==> config.mk <==
export PLATFORM = sky130hd
export DESIGN_NAME = extmem_seq
export DESIGN_NICKNAME = d
export VERILOG_FILES = /design/src/rtl/extmem_seq.sv
export SDC_FILE = /design/constraint.sdc
export NUM_CORES = 1
export LEC_CHECK = 0
export BUFFER_PORTS_ARGS = -buffer_cell sky130_fd_sc_hd__buf_2
export CORE_MARGIN = 2
export CORE_UTILIZATION = 61
export CTS_BUF_LIST = sky130_fd_sc_hd__clkbuf_8 sky130_fd_sc_hd__clkbuf_16
export CTS_CLUSTER_DIAMETER = 200
export DETAILED_ROUTE_END_ITERATION = 8
export PLACE_DENSITY = 0.83
export SLEW_MARGIN = 30
export SYNTH_ARGS = -nofsm -noshare
export SYNTH_HDL_FRONTEND = slang
export SYNTH_SLANG_ARGS = --single-unit
==> constraint.sdc <==
create_clock -name sysclk -period 4.7 [get_ports sysclk]
set_clock_uncertainty 0.05 [all_clocks]
set_input_delay 0.47 -clock sysclk [delete_from_list [all_inputs] [get_ports sysclk]]
set_output_delay 0.47 -clock sysclk [all_outputs]
set_load 0.005 [all_outputs]
==> src/rtl/extmem_seq.sv <==
// rtl/extmem_seq.sv - external memory cycle sequencer (RAM1/RAM2/ROM) with wait states, dtack and berr
// Optional: define EXTMEM_SEQ_ROM_WP_EN to turn ROM writes into bus errors instead of silently dropping them.
module extmem_seq #(
  parameter int RAM_WAIT       = 1,
  parameter int ROM_WAIT       = 3,
  parameter int STROBE_TIMEOUT = 63
) (
  input  logic sysclk,
  input  logic sysrst,
  input  logic as,
  input  logic w_n,
  input  logic lds_n,
  input  logic uds_n,
  input  logic csram1,
  input  logic csram2,
  input  logic csrom,
  output logic csram1_n,
  output logic csram2_n,
  output logic csrom_n,
  output logic re_n,
  output logic we_n,
  output logic ble_n,
  output logic bhe_n,
  output logic dtack,
  output logic berr,
  output logic busy
);

  typedef enum logic [2:0] {
    IDLE    = 3'd0,
    SETUP   = 3'd1,
    ACCESS  = 3'd2,
    ACK     = 3'd3,
    FAULT   = 3'd4,
    RECOVER = 3'd5
  } state_t;

  typedef struct packed {
    logic csram1_n;
    logic csram2_n;
    logic csrom_n;
    logic re_n;
    logic we_n;
    logic ble_n;
    logic bhe_n;
    logic dtack;
    logic berr;
    logic busy;
  } out_t;

  localparam out_t OUT_IDLE  = out_t'(10'b1111111000);
  localparam out_t OUT_BUSY  = out_t'(10'b1111111001);
  localparam out_t OUT_FAULT = out_t'(10'b1111111011);

`ifdef EXTMEM_SEQ_ROM_WP_EN
  localparam bit ROM_WP = 1'b1;
`else
  localparam bit ROM_WP = 1'b0;
`endif

  state_t     state;
  out_t       o;
  logic       dir_wr;
  logic       tgt_rom;
  logic [3:0] wait_cnt;
  logic [7:0] to_cnt;

  logic [2:0] cs_vec;
  logic       cs_one;
  logic       cs_multi;
  logic       strobe;

  assign cs_vec   = {csrom, csram2, csram1};
  assign cs_one   = (cs_vec == 3'b001) || (cs_vec == 3'b010) || (cs_vec == 3'b100);
  assign cs_multi = (csram1 & csram2) | (csram1 & csrom) | (csram2 & csrom);
  assign strobe   = ~lds_n | ~uds_n;

  always_ff @(posedge sysclk) begin
    if (sysrst) begin
      state    <= IDLE;
      o        <= OUT_IDLE;
      dir_wr   <= 1'b0;
      tgt_rom  <= 1'b0;
      wait_cnt <= 4'd0;
      to_cnt   <= 8'd0;
    end else begin
      case (state)
        IDLE: begin
          if (as && cs_one) begin
            state      <= SETUP;
            dir_wr     <= ~w_n;
            tgt_rom    <= csrom;
            wait_cnt   <= csrom ? 4'(ROM_WAIT) : 4'(RAM_WAIT);
            to_cnt     <= 8'd0;
            o          <= OUT_BUSY;
            o.csram1_n <= ~csram1;
            o.csram2_n <= ~csram2;
            o.csrom_n  <= ~csrom;
            // Read lanes follow the strobes from the start; write lanes wait for data strobes.
            if (w_n) begin
              o.ble_n <= lds_n;
              o.bhe_n <= uds_n;
            end
          end else if (as && cs_multi) begin
            state <= FAULT;
            o     <= OUT_FAULT;
          end
        end

        SETUP: begin
          if (!as) begin
            state <= RECOVER;
            o     <= OUT_BUSY;
          end else if (!dir_wr) begin
            state   <= ACCESS;
            o.re_n  <= 1'b0;
            o.ble_n <= lds_n;
            o.bhe_n <= uds_n;
          end else if (strobe && ROM_WP && tgt_rom) begin
            state <= FAULT;
            o     <= OUT_FAULT;
          end else if (strobe) begin
            state   <= ACCESS;
            o.we_n  <= tgt_rom;
            o.ble_n <= lds_n;
            o.bhe_n <= uds_n;
          end else if (to_cnt + 8'd1 == 8'(STROBE_TIMEOUT)) begin
            state <= FAULT;
            o     <= OUT_FAULT;
          end else begin
            to_cnt <= to_cnt + 8'd1;
          end
        end

        ACCESS: begin
          if (!as) begin
            state <= RECOVER;
            o     <= OUT_BUSY;
          end else if (wait_cnt == 4'd0) begin
            // we_n rises on ACK entry so the write data is held past the strobe edge.
            state   <= ACK;
            o.we_n  <= 1'b1;
            o.dtack <= 1'b1;
          end else begin
            wait_cnt <= wait_cnt - 4'd1;
          end
        end

        ACK: begin
          if (!as) begin
            state <= RECOVER;
            o     <= OUT_BUSY;
          end
        end

        FAULT: begin
          if (!as) begin
            state <= RECOVER;
            o     <= OUT_BUSY;
          end
        end

        RECOVER: begin
          state <= IDLE;
          o     <= OUT_IDLE;
        end

        default: begin
          state <= IDLE;
          o     <= OUT_IDLE;
        end
      endcase
    end
  end

  assign csram1_n = o.csram1_n;
  assign csram2_n = o.csram2_n;
  assign csrom_n  = o.csrom_n;
  assign re_n     = o.re_n;
  assign we_n     = o.we_n;
  assign ble_n    = o.ble_n;
  assign bhe_n    = o.bhe_n;
  assign dtack    = o.dtack;
  assign berr     = o.berr;
  assign busy     = o.busy;

endmodule
# Word-level counts from Yosys, hierarchy flattened
# Cells that the tools add are included.
classes:
  eq_ne: 26
  reduce_logical: 18
  n_mux: 42
  n_addsub: 2
  n_bitwise: 12
ops:
  columns: ["operator", "n"]
  rows:
  - ["$mux W10", 5]
  - ["$mux W8", 5]
  - ["$pmux W10 S4", 1]
  - ["$mux W3", 13]
  - ["$mux W4", 5]
  - ["$ne A2 B2 Y1 const B", 9]
  - ["$reduce_and A6 Y1", 3]
  - ["$pmux W8 S2", 1]
  - ["$ne A3 B3 Y1 const B", 5]
  - ["$ne A4 B4 Y1 const B", 3]
  - ["$pmux W3 S4", 1]
  - ["$reduce_and A4 Y1", 3]
  - ["$mux W2", 5]
  - ["$reduce_and A5 Y1", 2]
  - ["$eq A3 B2 Y1 const B", 3]
  - ["$add A8 B1 Y8 const B", 1]
  - ["$eq A8 B6 Y1 const B", 1]
  - ["$pmux W4 S2", 1]
  - ["$eq A3 B1 Y1 const B", 2]
  - ["$eq A3 B3 Y1 const B", 2]
  - ["$not A1 Y1", 6]
  - ["$mux W1", 5]
  - ["$ne A5 B5 Y1 const B", 1]
  - ["$logic_not A4 Y1", 1]
  - ["other kinds (9)", 16]
totals:
  ff_bits: 27
  wordCells: 115
  out_inout_bits: 10
  inputBits: 9

# Depth between registers and ports, before layout
# Gate-level depths: netlist of run 1.
depth:
  word_depth: 7
  ltp_mapped: 8

# Least setup slack after synthesis of run 1
# No wires, ideal clock.
synth_timing:
  kind: "flip-flop to flip-flop"
  start: "reg to_cnt[1]"
  end: "reg re_n (netlist name)"
  n_path_buf: 1
  arrival_ps: 2038
  setup_slack_ps: 2492
  stages_incl_launch_ff: 9
  setup_ps: 120
  path_cell_list: "dfxtp_1 -> ha_1 -> nand3_2 -> or3_4 -> o2111ai_2 -> nor4_1 -> or3_1 -> buf_2 -> a211o_1"
synth_between:
  elab_chain_cells: 4
synth_rtl:
  columns: ["item", "line", "rtl"]
  rows:
  - ["start, declared", "66", "logic [7:0] to_cnt;"]
  - ["start signal, assigned", "131", "to_cnt <= to_cnt + 8'd1;"]
  - ["$add A8 B1 Y8", "127", "end else if (to_cnt + 8'd1 == 8'(STROBE_TIMEOUT)) begin"]
  - ["$eq A8 B6 Y1", "127", null]
  - ["$ne A4 B4 Y1 (no line)", null, null]
  - ["$reduce_and A5 Y1 (no line)", null, null]
# Every way passes these cells.
# A chain may end at the register's enable or synchronous reset.

# Worst setup path in the final report of run 1
layout_timing:
  start: "reg to_cnt[1]"
  end: "reg re_n (netlist name)"
layout_between:
  elab_chain_cells: 4
layout_rtl:
  columns: ["item", "line"]
  rows:
  - ["$add A8 B1 Y8", "127"]
  - ["$eq A8 B6 Y1", "127"]
  - ["$ne A4 B4 Y1 (no line)", null]
  - ["$reduce_and A5 Y1 (no line)", null]
# Every way passes these cells.

==> flow_metrics.py, run 1 <==
metrics = {
    "clock_tree": {
        "ctsLongestPathBuffers": 2,
        "htreeDepth": 1,
        "clkSinkCount": 27,
        "root_buffer": "clkbuf_8",
        "tritoncts.num_buffers": 3,
        "post_cts_resized": 0,
        "clkTransAtPathRegs_ns": 0.09,
        "clkLatencyLatePin_ns": 0.28,
        "cts_setup_buffers": 0,
        "cts_hold_buffers": 0,
        "cts_tree": "yes",
    },
    "worst_hold_path": {
        "hp-start": "csram1",
        "hold_path_class": "in -> reg",
    },
    "cells_and_area": {
        "largest_reg_flops": 8,
        "top_regs": "to_cnt (8), wait_cnt (4), state (3)",
        "area_growth_pct": 8.94,
        "drive_above_1_share_pct": 13.8,
        "antenna_cells": 0,
        "final_util_pct": 70.2,
        "regMostFlops": "to_cnt",
        "num-fill-cells": 213,
        "layout.nets": 224,
    },
    "timing": {
        "hold-worst-slack_ns": 0.385,
        "finalHoldViolCount": 0,
        "setup_slack_ns": 2.24,
        "max_freq_mhz": 406,
        "tightest_slew_ns": 0.798,
        "fin_crit_sh_pct": 52.3,
        "finalMaxSlewViolations": 0,
        "tns_ns": 0,
        "min_period_ns": 2.46,
        "grt_setup_unrepaired": "false",
        "setup_viol": 0,
        "relSlewSlack_pct": 46.5,
    },
    "global_route": {
        "grtUsageMet1_pct": 34.2,
        "met2_usage_pct": 49.8,
        "antenna_found_initial": 0,
        "grt.busiest_layer": "met2",
        "overflow": 0,
        "grt_pass1_wl_mm": 6.31,
        "grt_use_total_pct": 29.0,
        "grt_pass1_vias": 1457,
        "grt_max_degree": 18,
        "use_met3_pct": 6.72,
    },
    "power": {
        "power.total_w": 0.000740,
        "powerDensity_nw_per_um2": 426,
        "peakVddDrop_v": 0.000288,
        "p_leak_nw": 0.669,
    },
    "synthesis": {
        "yosysSeqAreaShare_pct": 33.9,
        "synth_nets": 208,
        "yosysTopAreaCell": "dfxtp_1",
        "synth_top_flop_cell": "dfxtp_1",
        "synth_area_um2": 1600,
        "yosysWarnings": 0,
        "synth-edff-count": 0,
        "synth_top_area_share_pct": 33.9,
        "synth_area_per_cell_um2": 8.18,
        "synth.most_common_cell": "dfxtp_1",
        "ys_ff_latch": 27,
        "synthTopCellsByCount": "27 x dfxtp_1, 17 x nor2_1, 16 x nand2_1, 13 x a21oi_1, 10 x nor3_1",
        "synthArstFlopShare_pct": 0,
        "syn_inst": 195,
        "synth_area_leaders": "dfxtp_1 34%, a21oi_1 4.1%, nor2_1 4.0%",
        "synth.distinct_cells": 58,
    },
    "flow_run": {
        "maxCapViolations": 0,
    },
    "critical_path": {
        "crit_arrival_ns": 2.58,
        "crit_required_ns": 4.82,
        "r2r_slack_ns": 2.24,
        "rr_startpoint": "to_cnt[1]",
        "critical_path_class": "reg -> reg",
        "endpoint_kind": "flop",
        "max_stage_delay_ns": 0.48,
        "crit_slowest_cell": "dfxtp_1",
        "start_kind": "flop",
        "cp-startpoint": "to_cnt[1]",
        "crit_fanout": 8,
        "cp_cell_sequence": "ha_1 > nand3_2 > or3_4 > o2111ai_2 > nor4_1 > or3_1 > a211o_1",
    },
    "floorplan": {
        "io_pins": 19,
        "start_util_pct": 64.4,
        "core_um2": 2480,
        "chipHeight_um": 55.1,
        "num_rows": 18,
        "die_area_um2": 3040,
        "die_width_um": 55.1,
    },
    "placed_design": {
        "io_buffers": 18,
        "post-place-ws_ns": 2.29,
        "gp_congestion": 0.884,
        "place_hpwl_mm": 3.05,
    },
    "routing": {
        "routedWlPerCell_um": 16.9,
        "drc_errors": 0,
        "vias": 1610,
        "vias_per_cell": 6.71,
        "firstDrtPassIters": 6,
        "drtIter0Drc": 67,
        "drt_wl_total_mm": 4.07,
        "antenna_left": 0,
    },
    "status": {
        "outcome": "completed",
    },
}
## power breakdown
part	switching (W)	leakage, nW	internal (W)
sequential	0.0000639	0.220	0.000270
combinational	0.000155	0.422	0.000121
clock	0.0000712	0.0269	0.0000587
total	0.000290	0.669	0.000450
## final timing paths
kind / to / cells past startpoint
max: re_n / 7
min: csram1_n / 2
max reg2reg: re_n / 7
min reg2reg: to_cnt[7] / 1
## worst max-delay path: cells and delay by family, from the launching register on
kind,cells,cell delay [ns]
and+or+nand+nor,4,1.03
DFF,1,0.48
AOI/OAI and AO/OA,2,0.42
adders and majority gates,1,0.38
## kinds of logic after synthesis
| kind of cell | synth area share, % |
|---|---|
| flops | 33.9 |
| xor+xnor | 1.65 |
| compound gates | 29.9 |
| fa+ha+maj | 3.14 |
| buf+inv | 3.76 |
| mux | 1.25 |
| simple gates | 26.4 |
## layout make-up
cell class / instances / area, µm² / share of cell area, %
clock inverters: 1 / 3.75 / 0.216
well taps: 30 / 37.5 / 2.16
repair buffers: 18 / 90.1 / 5.18
multi-input cells: 153 / 995 / 57.2
inverters: 8 / 30.0 / 1.73
clock buffers: 3 / 41.3 / 2.38
flip-flops and latches: 27 / 541 / 31.1
## layer usage
metal  vias to the layer above  part of all wire [%]
met1                       754                    43
li1                        769                     -
met2                        75                    48
met3                        12                   6.9
met4                         0                   2.1
met5                         -                     0
## metrics by stage
stage | instance area [µm²] | cells
after global routing | 1740 | 240
after CTS | 1740 | 240
after global placement | 1690 | 236
final | 1740 | 240
after floorplan | 1600 | 195
after detailed placement | 1690 | 236
## placed cells by master, fill, tap and decap left out, drive strengths merged, types with 2 or more instances in the layout
cell type  instances
a211o              3
a211oi             3
a21oi             13
a2bb2oi            2
a31oi              6
and3               4
buf               18
clkbuf             3
dfxtp             27
ha                 4
inv                9
mux2i              2
nand2             16
nand3              9
nand3b             3
nand4              4
nor2              17
nor2b              4
nor3              11
o2111ai            2
o21ai             14
o22a               2
o22ai              2
or3                3
xor2               3
Note: power is estimated with default switching activity, not from simulation.
==> inputs of run 2 (changes only) <==
--- a/config.mk
+++ b/config.mk
@@ -7,11 +7,11 @@
 export LEC_CHECK = 0
 export BUFFER_PORTS_ARGS = -buffer_cell sky130_fd_sc_hd__buf_2
 export CORE_MARGIN = 2
-export CORE_UTILIZATION = 61
+export CORE_UTILIZATION = 52
 export CTS_BUF_LIST = sky130_fd_sc_hd__clkbuf_8 sky130_fd_sc_hd__clkbuf_16
 export CTS_CLUSTER_DIAMETER = 200
 export DETAILED_ROUTE_END_ITERATION = 8
-export PLACE_DENSITY = 0.83
+export PLACE_DENSITY = 0.75
 export SLEW_MARGIN = 30
 export SYNTH_ARGS = -nofsm -noshare
 export SYNTH_HDL_FRONTEND = slang
==> constraint.sdc (replaced) <==
create_clock -name sysclk -period 2.07 [get_ports sysclk]
set_clock_uncertainty 0.05 [all_clocks]
set_input_delay 0.207 -clock sysclk [delete_from_list [all_inputs] [get_ports sysclk]]
set_output_delay 0.207 -clock sysclk [all_outputs]
set_load 0.005 [all_outputs]
==> run 2 against run 1 <==
Worst setup slack got worse by 2.2 ns. Register-to-register slack got worse by 2.2 ns. Worst hold slack worse by 0.29 ns. Wire length up 17%. Critical endpoint is now berr. Total power grew to 2.6 times the previous value. Die area grew 16%. Critical path depth stayed put. Fmax is 20% higher. Largest cell class unchanged. Non-clock buffer count increased by 29. Largest power group is now combinational cells. Sequential share of layout area decreased by 4.5 points. Final cell count increased by 13%. Sequential power rose by 110%.
==> flow_metrics.py, run 2 (synthesis results as in run 1) <==
metrics = {
    "routing": {
        "vias_per_cell": 6.50,
        "drc_errors": 0,
        "routedWlPerCell_um": 17.5,
        "drt_wl_total_mm": 4.75,
        "drtIter0Drc": 123,
        "firstDrtPassIters": 5,
        "antenna_left": 0,
        "vias": 1767,
    },
    "cells_and_area": {
        "layout_common_cells": "27 x buf_4, 24 x dfxtp_1, 18 x buf_2",
        "area_growth_pct": 28.9,
        "layout.nets": 253,
        "top_regs": "to_cnt (8), wait_cnt (4), state (3)",
        "regMostFlops": "to_cnt",
        "fin_area_um2": 2060,
        "largest_reg_flops": 8,
        "antenna_cells": 0,
        "multi_input_area_um2": 1070,
        "final_common_cell": "buf_4",
        "seqCellArea_um2": 547,
        "num-fill-cells": 238,
        "drive_above_1_share_pct": 28.9,
        "final_util_pct": 69.1,
    },
    "placed_design": {
        "place_hpwl_mm": 3.44,
        "io_buffers": 18,
        "placedInstanceArea_um2": 1890,
        "post-place-ws_ns": -0.0138,
        "gp_congestion": 0.886,
    },
    "global_route": {
        "antenna_found_initial": 0,
        "grt_pass1_wl_mm": 7.51,
        "grt_use_total_pct": 28.4,
        "grt_pass1_vias": 1650,
        "grt_max_degree": 17,
        "overflow": 0,
    },
    "worst_hold_path": {
        "hp-start": "csram2",
        "min_to": "csram2_n",
        "min_path_cells": 2,
        "hold_path_class": "in -> reg",
    },
    "timing": {
        "finalMaxSlewViolations": 0,
        "hold-worst-slack_ns": 0.0908,
        "min_period_ns": 2.05,
        "setup_viol": 0,
        "setup_slack_ns": 0.0227,
        "max_freq_mhz": 488,
        "grt_setup_unrepaired": "true",
        "finalHoldViolCount": 0,
        "relSlewSlack_pct": 73.4,
        "tightest_slew_ns": 0.398,
        "fin_crit_sh_pct": 98.9,
    },
    "critical_path": {
        "rr_startpoint": "to_cnt[1]",
        "rr_endpoint": "berr",
        "r2r_slack_ns": 0.02,
        "worstRegToRegCells": 7,
        "critical_path_class": "reg -> reg",
        "crit_required_ns": 2.25,
        "start_kind": "flop",
        "crit_fanout": 6,
        "crit_arrival_ns": 2.23,
        "endpoint_kind": "flop",
    },
    "floorplan": {
        "core_um2": 2980,
        "chipHeight_um": 59.4,
        "start_util_pct": 53.6,
        "num_rows": 20,
        "io_pins": 19,
        "die_area_um2": 3530,
        "die_width_um": 59.4,
    },
    "clock_tree": {
        "cts_tree": "yes",
        "tritoncts.num_buffers": 3,
        "root_buffer": "clkbuf_8",
        "clkLatencyLatePin_ns": 0.29,
        "htreeDepth": 1,
        "clkSinkCount": 27,
        "clkTransAtPathRegs_ns": 0.10,
        "ctsLongestPathBuffers": 2,
    },
    "power": {
        "p_leak_nw": 0.818,
        "powerDensity_nw_per_um2": 922,
        "peakVddDrop_v": 0.000567,
    },
    "flow_run": {
        "maxCapViolations": 0,
    },
    "status": {
        "outcome": "completed",
    },
}
-- run 2: cell count changes in the layout (fill, tap and decap cells not counted), sizes merged --
cell and change:
buf +29, clkinvlp +1, inv -1
-- run 2: per-layer routing --
layer	wire [µm]	vias up	track usage, %
met5	0	-	0
met1	1930	838	32.9
met2	2440	84	52.1
li1	-	828	-
met3	219	17	2.84
met4	160	0	12.3
-- run 2: per-stage QoR --
| step | total power [W] | setup TNS [ns] | instances |
|---|---|---|---|
| 2_1_floorplan | 0.00120 | 0 | 195 |
| 3_3_place_gp | 0.00152 | 0 | 263 |
| 3_5_place_dp | 0.00154 | -0.0138 | 263 |
| 4_1_cts | 0.00187 | 0 | 267 |
| 5_1_grt | 0.00201 | -0.0994 | 272 |
| 6_report | 0.00190 | 0 | 272 |
-- run 2: layout make-up --
class / instances / share of cell area, %
Multi-Input combinational cell: 153 / 52.3
Sequential cell: 27 / 26.6
Timing Repair Buffer: 47 / 15.3
Clock buffer: 3 / 2.01
Tap cell: 33 / 2.01
Inverter: 8 / 1.46
Clock inverter: 1 / 0.365
-- run 2: where the power goes --
| part | internal [W] | switching [W] | total, W | leakage (nW) |
|---|---|---|---|---|
| logic | 0.000420 | 0.000439 | 0.000859 | 0.574 |
| clock network | 0.000137 | 0.000183 | 0.000320 | 0.0217 |
| registers | 0.000612 | 0.000105 | 0.000717 | 0.222 |
| total | 0.00117 | 0.000727 | 0.00190 | 0.818 |
-- run 2: how the worst max path moves through the flow --
stage | start | endpoint | slack (ns) | cells past startpoint
6_report | to_cnt[1] | berr | 0.02 | 7
3_5_place_dp | to_cnt[1] | re_n | -0.01 | 7
2_1_floorplan | to_cnt[1] | re_n | 0.04 | 8
4_1_cts | to_cnt[1] | re_n | 0.03 | 7
5_1_grt | state[2] | to_cnt[3] | -0.05 | 7
3_3_place_gp | to_cnt[1] | re_n | 0.06 | 7
-- run 2: critical path, cell delays in order, from the launching register on --
cell and delay [ns]:
dfxtp_4 0.37, buf_6 0.13, a21bo_1 0.19, a211oi_4 0.27, o2111a_2 0.32, nand3_2 0.10, or4_1 0.50, o21ai_1 0.08
-- run 2: repair_timing --
| action | 4_1_cts | 5_1_grt |
|---|---|---|
| pin swaps | 0 | 9 |
| hold endpoints to repair | 0 | 0 |
| setup endpoints to repair | 2 | 10 |
| hold buffers | 0 | 0 |
| setup buffers | 0 | 5 |
| gates resized for setup | 1 | 14 |
